===== src/rtl/wb_arb_pkg.sv =====
// Shared types and constants for the Wishbone RAM arbiter.
package wb_arb_pkg;

    localparam int DW = 32;

    typedef enum logic [1:0] {
        IDLE,
        ISSUE,
        WAIT,
        GAP
    } state_e;

endpackage


===== src/rtl/rr_pick.sv =====
// Rotating-priority picker: the first requester found searching upward
// from last+1 (wrapping) wins.
module rr_pick #(
    parameter int N = 2
) (
    input  logic [N-1:0]         req,
    input  logic [$clog2(N)-1:0] last,
    output logic                 valid,
    output logic [$clog2(N)-1:0] idx
);

    localparam int IW = $clog2(N);

    // Walk the N candidates in rotated order and keep the first live one
    always_comb begin
        logic [IW-1:0] cand;
        valid = 1'b0;
        idx   = '0;
        cand  = '0;
        for (int k = 1; k <= N; k++) begin
            cand = IW'((int'(last) + k) % N);
            if (!valid && req[cand]) begin
                valid = 1'b1;
                idx   = cand;
            end
        end
    end

endmodule


===== src/rtl/wb_ram_arbiter.sv =====
// Round-robin arbiter sharing one single-ported Wishbone RAM slave between
// NR_MST masters, with burst lock over cyc, single-cycle slave strobes and
// a watchdog that converts a missing ack into an error.
module wb_ram_arbiter
    import wb_arb_pkg::*;
#(
    parameter int NR_MST  = 2,
    parameter int ADR_W   = 10,
    parameter int TIMEOUT = 15
) (
    input  logic                        clk_i,
    input  logic                        rst_in,
    input  logic [NR_MST-1:0]           mst_cyc_i,
    input  logic [NR_MST-1:0]           mst_stb_i,
    input  logic [NR_MST-1:0]           mst_we_i,
    input  logic [4*NR_MST-1:0]         mst_sel_i,
    input  logic [ADR_W*NR_MST-1:0]     mst_adr_i,
    input  logic [DW*NR_MST-1:0]        mst_dat_i,
    output logic [NR_MST-1:0]           mst_ack_o,
    output logic [NR_MST-1:0]           mst_err_o,
    output logic [DW-1:0]               mst_dat_o,
    output logic                        slv_cyc_o,
    output logic                        slv_stb_o,
    output logic                        slv_we_o,
    output logic [3:0]                  slv_sel_o,
    output logic [ADR_W-1:0]            slv_adr_o,
    output logic [DW-1:0]               slv_dat_o,
    input  logic                        slv_ack_i,
    input  logic [DW-1:0]               slv_dat_i,
    output logic [$clog2(NR_MST)-1:0]   gnt_o,
    output logic                        busy_o
);

    localparam int GW  = $clog2(NR_MST);
    localparam int WDW = $clog2(TIMEOUT);

    state_e          state;
    state_e          state_nxt;
    logic [GW-1:0]   gnt;
    logic [GW-1:0]   last;
    logic [WDW-1:0]  wdog;
    logic [NR_MST-1:0] req;
    logic            pick_valid;
    logic [GW-1:0]   pick_idx;
    logic            gnt_cyc;
    logic            gnt_req;
    logic            wd_expired;

    assign req        = mst_cyc_i & mst_stb_i;
    assign gnt_cyc    = mst_cyc_i[gnt];
    assign gnt_req    = req[gnt];
    assign wd_expired = (wdog == WDW'(TIMEOUT - 1));

    rr_pick #(
        .N(NR_MST)
    ) u_pick (
        .req   (req),
        .last  (last),
        .valid (pick_valid),
        .idx   (pick_idx)
    );

    // Read data is broadcast; only the acked master should consume it
    assign mst_dat_o = slv_dat_i;
    assign busy_o    = !rst_in && (state != IDLE);
    assign gnt_o     = rst_in ? '0 : gnt;

    // State register
    always_ff @(posedge clk_i) begin
        if (rst_in) begin
            state <= IDLE;
        end else begin
            state <= state_nxt;
        end
    end

    // Grant, round-robin pointer and watchdog bookkeeping
    always_ff @(posedge clk_i) begin
        if (rst_in) begin
            gnt  <= '0;
            last <= GW'(NR_MST - 1);
            wdog <= '0;
        end else begin
            if (state == IDLE && pick_valid) begin
                gnt <= pick_idx;
            end
            if (state != IDLE && state_nxt == IDLE) begin
                last <= gnt;
            end
            if (state == ISSUE) begin
                wdog <= '0;
            end else if (state == WAIT && !wd_expired) begin
                wdog <= wdog + WDW'(1);
            end
        end
    end

    // Next state, slave-side forwarding and master responses; all quiet in reset
    always_comb begin
        state_nxt = state;
        slv_cyc_o = 1'b0;
        slv_stb_o = 1'b0;
        slv_we_o  = 1'b0;
        slv_sel_o = '0;
        slv_adr_o = '0;
        slv_dat_o = '0;
        mst_ack_o = '0;
        mst_err_o = '0;
        if (!rst_in) begin
            case (state)
                IDLE: begin
                    if (pick_valid) begin
                        state_nxt = ISSUE;
                    end
                end
                ISSUE: begin
                    if (!gnt_cyc) begin
                        state_nxt = IDLE;
                    end else begin
                        slv_cyc_o = 1'b1;
                        slv_stb_o = 1'b1;
                        slv_we_o  = mst_we_i[gnt];
                        slv_sel_o = mst_sel_i[4*gnt +: 4];
                        slv_adr_o = mst_adr_i[ADR_W*gnt +: ADR_W];
                        slv_dat_o = mst_dat_i[DW*gnt +: DW];
                        state_nxt = WAIT;
                    end
                end
                WAIT: begin
                    if (!gnt_cyc) begin
                        state_nxt = IDLE;
                    end else begin
                        slv_cyc_o = 1'b1;
                        slv_we_o  = mst_we_i[gnt];
                        slv_sel_o = mst_sel_i[4*gnt +: 4];
                        slv_adr_o = mst_adr_i[ADR_W*gnt +: ADR_W];
                        slv_dat_o = mst_dat_i[DW*gnt +: DW];
                        if (slv_ack_i) begin
                            mst_ack_o[gnt] = 1'b1;
                            state_nxt      = GAP;
                        end else if (wd_expired) begin
                            mst_err_o[gnt] = 1'b1;
                            state_nxt      = GAP;
                        end
                    end
                end
                GAP: begin
                    slv_cyc_o = 1'b1;
                    if (gnt_req) begin
                        state_nxt = ISSUE;
                    end else if (!gnt_cyc) begin
                        state_nxt = IDLE;
                    end
                end
                default: begin
                    state_nxt = IDLE;
                end
            endcase
        end
    end

endmodule


===== config.mk =====
export PLATFORM = sky130hd
export DESIGN_NAME = wb_ram_arbiter
export DESIGN_NICKNAME = d
export VERILOG_FILES = /design/src/rtl/wb_arb_pkg.sv /design/src/rtl/rr_pick.sv /design/src/rtl/wb_ram_arbiter.sv
export SDC_FILE = /design/constraint.sdc
export NUM_CORES = 1
export LEC_CHECK = 0
export BUFFER_PORTS_ARGS = -buffer_cell sky130_fd_sc_hd__buf_2
export CORE_AREA = 2 2 84 86
export CTS_CLUSTER_DIAMETER = 200
export DETAILED_ROUTE_END_ITERATION = 8
export DIE_AREA = 0 0 86 88
export GPL_TIMING_DRIVEN = 0
export PLACE_DENSITY = 0.75
export SETUP_SLACK_MARGIN = 0.3
export SLEW_MARGIN = 40
export SYNTH_ARGS = -nofsm -noshare
export SYNTH_HDL_FRONTEND = slang
export SYNTH_SLANG_ARGS = --single-unit

===== constraint.sdc =====
create_clock -name clk_i -period 2.25 [get_ports clk_i]
set_clock_uncertainty 0.05 [all_clocks]
set_input_delay 0.1125 -clock clk_i [delete_from_list [all_inputs] [get_ports clk_i]]
set_output_delay 0.1125 -clock clk_i [all_outputs]
set_load 0.05 [all_outputs]

==> metrics.txt, run 1 <==
vias in the first global route=2055; CTS buffer count=3; most frequent cells in the layout=buf_2 (151), buf_4 (70), mux2i_1 (48), nor2_2 (31), nor2_1 (21); first-pass GRT wire length=9.80 mm; aggregate global-route resource usage=0.159; critical path arrival=1750 ps; Final nets=557; register area share after synthesis=0.100; maximum vdd drop=186 uV; worst-path maximum fanout=3; Area Overhead vs Synth=97.9%; total die area=7570 um^2; WP data required=2090 ps; Placed Area=2740 um^2; detail-routed via count per cell=4.54; cells after synthesis=219; sequential cell area=174 um^2; flops & latches, synth=8; number of flops mapped to enable cells by yosys=0; Worst setup SP type=flop; Die H=88 um; core box area=6640 um^2; drt total wl=6.72 mm; Post-Syn Nets=358; antenna violations before repair=0; most common cell after layout, fill and taps aside=buf_2; async set-reset flop share out of synthesis=0; GRT overflow=0; Fillers=650; footprint of the multi-input gates=1310 um^2; Antenna Nets Post-Route=0; TNS Setup=0 ps; top cell type's share of synthesized area=0.301; residual DRC count=0; clock latency on the worst-skew pair=240 ps; average size of a mapped cell=7.29 um^2; synth top area cells=mux2i_1 (30%), buf_4 (15%), nor2_1 (12%); Syn. warnings=0; IO Pins=220; total power=1140 uW; # diodes=0; gpl congestion=0.883; Post-synth top flop=dfxtp_1; DR iter-0 viols=66; pin count of the biggest net entering global routing=11; die width=86 um; Relative slew margins=0.619; max-cap viol count=0; root buf cell=clkbuf_8; clk slew on worst S/H paths=50 ps; upper clock frequency limit=522 MHz; status=complete, no violations; Post-Layout Inst Area=3160 um^2; fin util=0.476; leakage=0.00159 uW; min Tclk post-route=1910 ps; CTS H-tree lvls=1; Pre-Repair DR Iteration Count=4; Synth area leader=mux2i_1; share of cells above drive strength 1=0.719; # setup viols final=0; CP endpoint kind=primary output; RSZ-0062 raised after global routing=no; Starting Density=0.240; vias after detailed routing=2253; clk sinks=8; Row Count=30; Fin Hold WS=109 ps; Slew Viols, Final=0; I/O Buffers=186; Crit Path Category=flop to primary output; worst slew pin tran=572 ps; dpl hpwl=5.48 mm; worst-case clock buffer depth=2; Power Density=360 nW/um^2; routed len/inst=13.5 um; Syn Std Cell Area=1600 um^2; fin crit share=0.851; Worst Hold Class=primary input to flop; CTS tree=done; final hold violation count=0; distinct cell type count after synthesis=37
-- path summary, 6_finish.rpt --
path,from,to,slack [ps],cells after the start
worst max-delay path,state[0],mst_err_o[1],340,6
worst min-delay path,mst_stb_i[1],gnt,110,3
worst max register to register,state[0],last,350,9
worst min register to register,last,last,490,2
-- sequential cells by signal (all words and copies together), names as in the netlist --
| signal | flops |
|---|---|
| last | 1 |
| gnt | 1 |
| wdog | 4 |
| state | 2 |
-- cell families after synthesis --
group / after synthesis / synth area share
and+or+nand+nor: 90 / 0.260
buffers and inverters: 51 / 0.205
muxes: 49 / 0.308
AOI/OAI and AO/OA: 12 / 0.0627
DFF: 8 / 0.100
adders and majority gates: 6 / 0.0470
xor gates and xnor gates: 3 / 0.0165
-- cell usage after synthesis (2+ instances only) --
master    instances
nand3_1           6
buf_2             7
and2_1            2
clkbuf_1          8
mux2i_1          48
a21oi_1           2
nand4_1           4
buf_4            32
inv_1             3
nor2_1           53
ha_1              6
nor3_1            5
xor2_1            2
nor2b_1           4
dfxtp_1           8
nand2_1           8
-- area by class of cell --
class,instances,share of cell area
Buffer,47,0.120
Sequential cell,8,0.0550
Timing Repair Buffer,195,0.362
Tap cell,80,0.0317
Inverter,3,0.00515
Multi-Input combinational cell,160,0.413
Clock buffer,3,0.0131
-- worst max-delay path, stage by stage, from the launching register on --
cell and delay (ps):
dfxtp_4 350, inv_6 70, ha_4 120, buf_6 90, or3b_4 380, nor4bb_2 270, buf_4 240
-- timing repair --
| action | CTS | global route |
|---|---|---|
| cloned | 1 | 0 |
| resized for setup | 68 | 33 |
| pin swaps | 3 | 4 |
| setup buffers | 8 | 0 |
| endpoints found under the setup margin | 51 | 48 |
| hold buffers | 0 | 0 |
-- report_power, final --
| group | switching, uW | total [uW] | internal [uW] | leakage (uW) |
|---|---|---|---|---|
| sequential | 11.0 | 163 | 152 | 0.0000682 |
| combinational | 478 | 792 | 315 | 0.00150 |
| clock | 64.9 | 182 | 117 | 0.0000216 |
-- metrics by stage --
step                cells  setup slack [ps]
finish                496               336
floorplan             219             -38.1
global route          496               307
detailed placement    485               113
CTS                   497               300
global placement      485               116
-- per-layer routing --
| layer | vias to the layer above | global-route usage | part of all wire |
|---|---|---|---|
| li1 | 1110 | - | - |
| met2 | 128 | 0.292 | 0.53 |
| met5 | - | 0 | 0 |
| met3 | 9 | 0.0236 | 0.094 |
| met1 | 1006 | 0.200 | 0.37 |
| met4 | 0 | 0.0274 | 0.0085 |
Note: power is estimated with default switching activity, not from simulation.
==> inputs of run 2 (changes only) <==
- CORE_AREA: 2 2 84 86 -> 2 2 85 87
- DIE_AREA: 0 0 86 88 -> 0 0 87 89
- PLACE_DENSITY: 0.75 -> 0.73
- clock period: 2.25 -> 2.41 ns (I/O delays scaled with it)
==> metrics.txt, run 2 (synthesis gave the netlist of run 1 again) <==
status=complete, no violations; leakage=0.00149 uW; worst-case clock buffer depth=2; I/O Buffers=186; R2R depth=8; CP endpoint kind=primary output; DR iter-0 viols=55; fin crit share=0.838; # Post-CTS Setup Buffers=0; first-pass GRT wire length=8.85 mm; GRT overflow=0; clock latency on the worst-skew pair=240 ps; clk sinks=8; Starting Density=0.238; vias in the first global route=1933; Antenna Nets Post-Route=0; CTS tree=done; clk slew on worst S/H paths=40 ps; final cell count without fillers=488; Worst setup SP type=flop; Relative slew margins=0.649; Post-Layout Inst Area=2820 um^2; pin count of the biggest net entering global routing=11; routed length on met3=429 um; max-cap viol count=0; Fillers=704; most frequent cells in the layout=buf_2 (157), buf_4 (66), nor2_1 (52), mux2i_1 (48), nand2_1 (8); core box area=6720 um^2; residual DRC count=0; # diodes=0; CTS H-tree lvls=1; worst-path maximum fanout=9; root buf cell=clkbuf_8; drt total wl=6.27 mm; final hold violation count=0; gpl congestion=0.846; top layer in use=met4; WP data required=2240 ps; Die H=89 um; vias after detailed routing=2161; placed cell count=485; critical path arrival=1850 ps; IO Pins=220; CTS buffer count=3; Area Overhead vs Synth=76.6%; detail-routed via count per cell=4.43; total die area=7740 um^2; biggest registers after layout=wdog (4), state (2); aggregate global-route resource usage=0.143; Placed Area=2660 um^2; Row Count=30; # setup viols final=0; routed len/inst=12.8 um; met2 wire length=3.39 mm; Reg with most FFs=wdog; Power Density=347 nW/um^2; TNS Setup=0 ps; worst slew pin tran=526 ps; min Tclk post-route=2020 ps; Pre-Repair DR Iteration Count=4; upper clock frequency limit=495 MHz; Fin Hold WS=129 ps; die width=87 um; RSZ-0062 raised after global routing=no; Worst Hold Class=primary input to flop; Endpoint, Worst Hold=gnt; Hold Path Stages=3; Metal-1 WL=2.35 mm; Reg2Reg Capture Point=last; maximum vdd drop=155 uV; Final nets=549; Crit Path Category=flop to primary output; reg2reg start=state[0]; antenna violations before repair=0; Slew Viols, Final=0; Reg2Reg Setup Slack=560 ps; dpl hpwl=5.46 mm; min-delay src=mst_stb_i[1]; max FFs per register=4; most common cell after layout, fill and taps aside=buf_2; share of cells above drive strength 1=0.613
==> run 2: cell count changes in the layout (fill, tap and decap cells not counted), sizes merged <==
cell and change:
clkbuf +1, buf -8, bufbuf -1
==> run 2: critical path, stage by stage (launching register included) <==
cell      delay [ps]
dfxtp_2          340
inv_2             70
ha_1             160
buf_6            130
or3b_4           390
nor4bb_2         280
buf_4            240
==> run 2: per-stage QoR <==
stage	utilization	setup WS [ps]	power, uW
finish	0.420	390	977
detailed placement	0.396	406	793
global placement	0.396	391	787
CTS	0.416	299	984
global route	0.420	291	1030
floorplan	-	114	610
==> run 2: final cells by class <==
cell class	instances	area (um^2)	area share
sequential	8	165	0.0586
buffer	48	342	0.121
tap	80	100	0.0355
inverter	3	11.3	0.00399
multi-input combinational	160	1150	0.409
clock buffer	3	41.3	0.0146
timing repair buffer	186	1010	0.358
==> run 2: worst max path at each step <==
| stage | startpoint | end | slack [ps] |
|---|---|---|---|
| after floorplan | state[0] | mst_err_o[1] | 110 |
| after global placement | gnt | slv_dat_o[17] | 390 |
| after detailed placement | gnt | slv_dat_o[17] | 410 |
| after CTS | gnt | slv_dat_o[17] | 300 |
| after global routing | wdog[1] | mst_err_o[1] | 290 |
| final | state[0] | mst_err_o[1] | 390 |
==> run 2: report_power, final <==
group          total [uW]  switching [uW]  internal, uW
sequential            153            9.77           143
combinational         657             411           245
clock                 168            59.4           109
==> run 2: repair_timing <==
item | CTS | global route
hold buffers | 0 | 0
resized for setup | 40 | 13
pin swaps | 0 | 1
endpoints found under the setup margin | 41 | 46
==> run 2: layer usage <==
metal  track usage  vias to the layer above
met4        0.0582                        0
met3        0.0222                        7
met5             0                        -
li1              -                     1093
met2         0.268                      108
met1         0.161                      953
==> inputs of run 3 (changes only) <==
- CORE_AREA: 2 2 85 87 -> 2 2 84 86
- DIE_AREA: 0 0 87 89 -> 0 0 86 88
- PLACE_DENSITY: 0.73 -> 0.75
- clock period: 2.41 -> 1.9 ns (I/O delays scaled with it)
==> metrics.txt, run 3 (synthesis gave the netlist of run 1 again) <==
residual DRC count=0; most common cell after layout, fill and taps aside=buf_2; I/O Buffers=186; clock latency on the worst-skew pair=230 ps; dpl hpwl=5.54 mm; final hold violation count=0; first-pass GRT wire length=10.6 mm; TNS Setup=-22.3 ps; fin crit share=1.01; routed len/inst=15.2 um; reg2reg start=state[0]; vias after detailed routing=2363; gpl congestion=0.794; Power Density=391 nW/um^2; CTS H-tree lvls=1; failing checks=negative setup slack; GRT overflow=0; Reg2Reg Setup Slack=-20 ps; antenna violations before repair=0; max-cap viol count=0; pin count of the biggest net entering global routing=11; root buf cell=clkbuf_8; R2R depth=9; status=complete, but fails checks; biggest registers after layout=wdog (4), state (2); Reg with most FFs=wdog; Reg2Reg Capture Point=last; CTS buffer count=3; Crit Path Category=flop to flop; clk slew on worst S/H paths=40 ps; Endpoint, Worst Hold=gnt; core box area=6640 um^2; max FFs per register=4; Slew Viols, Final=0; worst-path maximum fanout=6; setup slack at placement=-117 ps; DR iter-0 viols=31; clk sinks=8; min Tclk post-route=1920 ps; fin util=0.622; Die H=88 um; die width=86 um; worst slew pin tran=668 ps; Pre-Repair DR Iteration Count=4; CTS tree=done; Starting Density=0.240; IO Pins=220; upper clock frequency limit=520 MHz; Antenna Nets Post-Route=0; Final nets=573; total die area=7570 um^2; Final WS setup=-22.3 ps; # diodes=0; min-delay src=mst_stb_i[1]; share of cells above drive strength 1=0.790; CP endpoint kind=flop; drt total wl=7.80 mm; Worst Hold Class=primary input to flop; detail-routed via count per cell=4.61; critical path arrival=2030 ps; WP data required=2010 ps; # setup viols final=1; Row Count=30; Fillers=522; worst-case clock buffer depth=2; Hold Path Stages=3; aggregate global-route resource usage=0.172; leakage=0.00190 uW; Relative slew margins=0.555; maximum vdd drop=162 uV; RSZ-0062 raised after global routing=yes; Worst setup SP type=flop; most frequent cells in the layout=buf_2 (133), nor2_4 (48), buf_4 (45), mux2i_1 (43), buf_8 (35); Area Overhead vs Synth=159%; vias in the first global route=2252
-- run 3: changes by cell type in the layout (fill, tap and decap cells not counted), sizes merged --
cell	before	now
clkbuf	11	14
buf	226	248
-- run 3: cell type report --
class	instances	area [um^2]	area share
buffer	48	459	0.111
clock buffer	4	45.0	0.0109
inverter	3	13.8	0.00333
multi-input combinational	160	1630	0.394
sequential	8	171	0.0415
tap	80	100	0.0242
timing repair buffer	210	1720	0.415
-- run 3: how the worst max path moves through the flow --
| stage | startpoint | endpoint | slack (ps) | cells past startpoint |
|---|---|---|---|---|
| 6_report | state[0] | last | -20 | 9 |
| 2_1_floorplan | state[0] | mst_err_o[1] | 30 | 5 |
| 3_5_place_dp | gnt | slv_dat_o[20] | -120 | 7 |
| 5_1_grt | state[0] | last | -70 | 9 |
| 3_3_place_gp | gnt | slv_adr_o[3] | -130 | 7 |
| 4_1_cts | state[0] | mst_err_o[1] | 4 | 6 |
-- run 3: metrics by stage --
step | hold WS, ps | power, uW | instances | cell area [um^2]
finish | 118 | 1620 | 513 | 4140
global placement | 352 | 1120 | 485 | 3090
floorplan | 195 | 903 | 219 | 2060
global route | 126 | 1690 | 513 | 4140
detailed placement | 364 | 1130 | 485 | 3090
CTS | 114 | 1540 | 505 | 3830
-- run 3: report_power, final --
| part | internal, uW | switching, uW |
|---|---|---|
| clock network | 146 | 71.3 |
| registers | 181 | 11.8 |
| logic | 526 | 682 |
| total | 852 | 765 |
-- run 3: what timing repair did --
| item | 4_1_cts | 5_1_grt |
|---|---|---|
| gates resized for setup | 154 | 56 |
| cloned | 2 | 3 |
| setup buffers | 14 | 5 |
| hold buffers | 0 | 0 |
| endpoints found under the setup margin | 55 | 59 |
| pin swaps | 27 | 28 |
-- run 3: critical path: stages (launching register included) --
cell	delay, ps
dfxtp_4	360
inv_4	50
ha_4	140
buf_6	110
buf_4	160
a21o_1	160
o211ai_1	220
o211ai_2	130
and4b_1	280
mux2i_1	180
-- run 3: layer usage --
metal | GRT usage | part of all wire
met2 | 0.344 | 0.57
met5 | 0 | 0
met1 | 0.196 | 0.36
met4 | 0.0361 | 0.0085
met3 | 0.0170 | 0.058
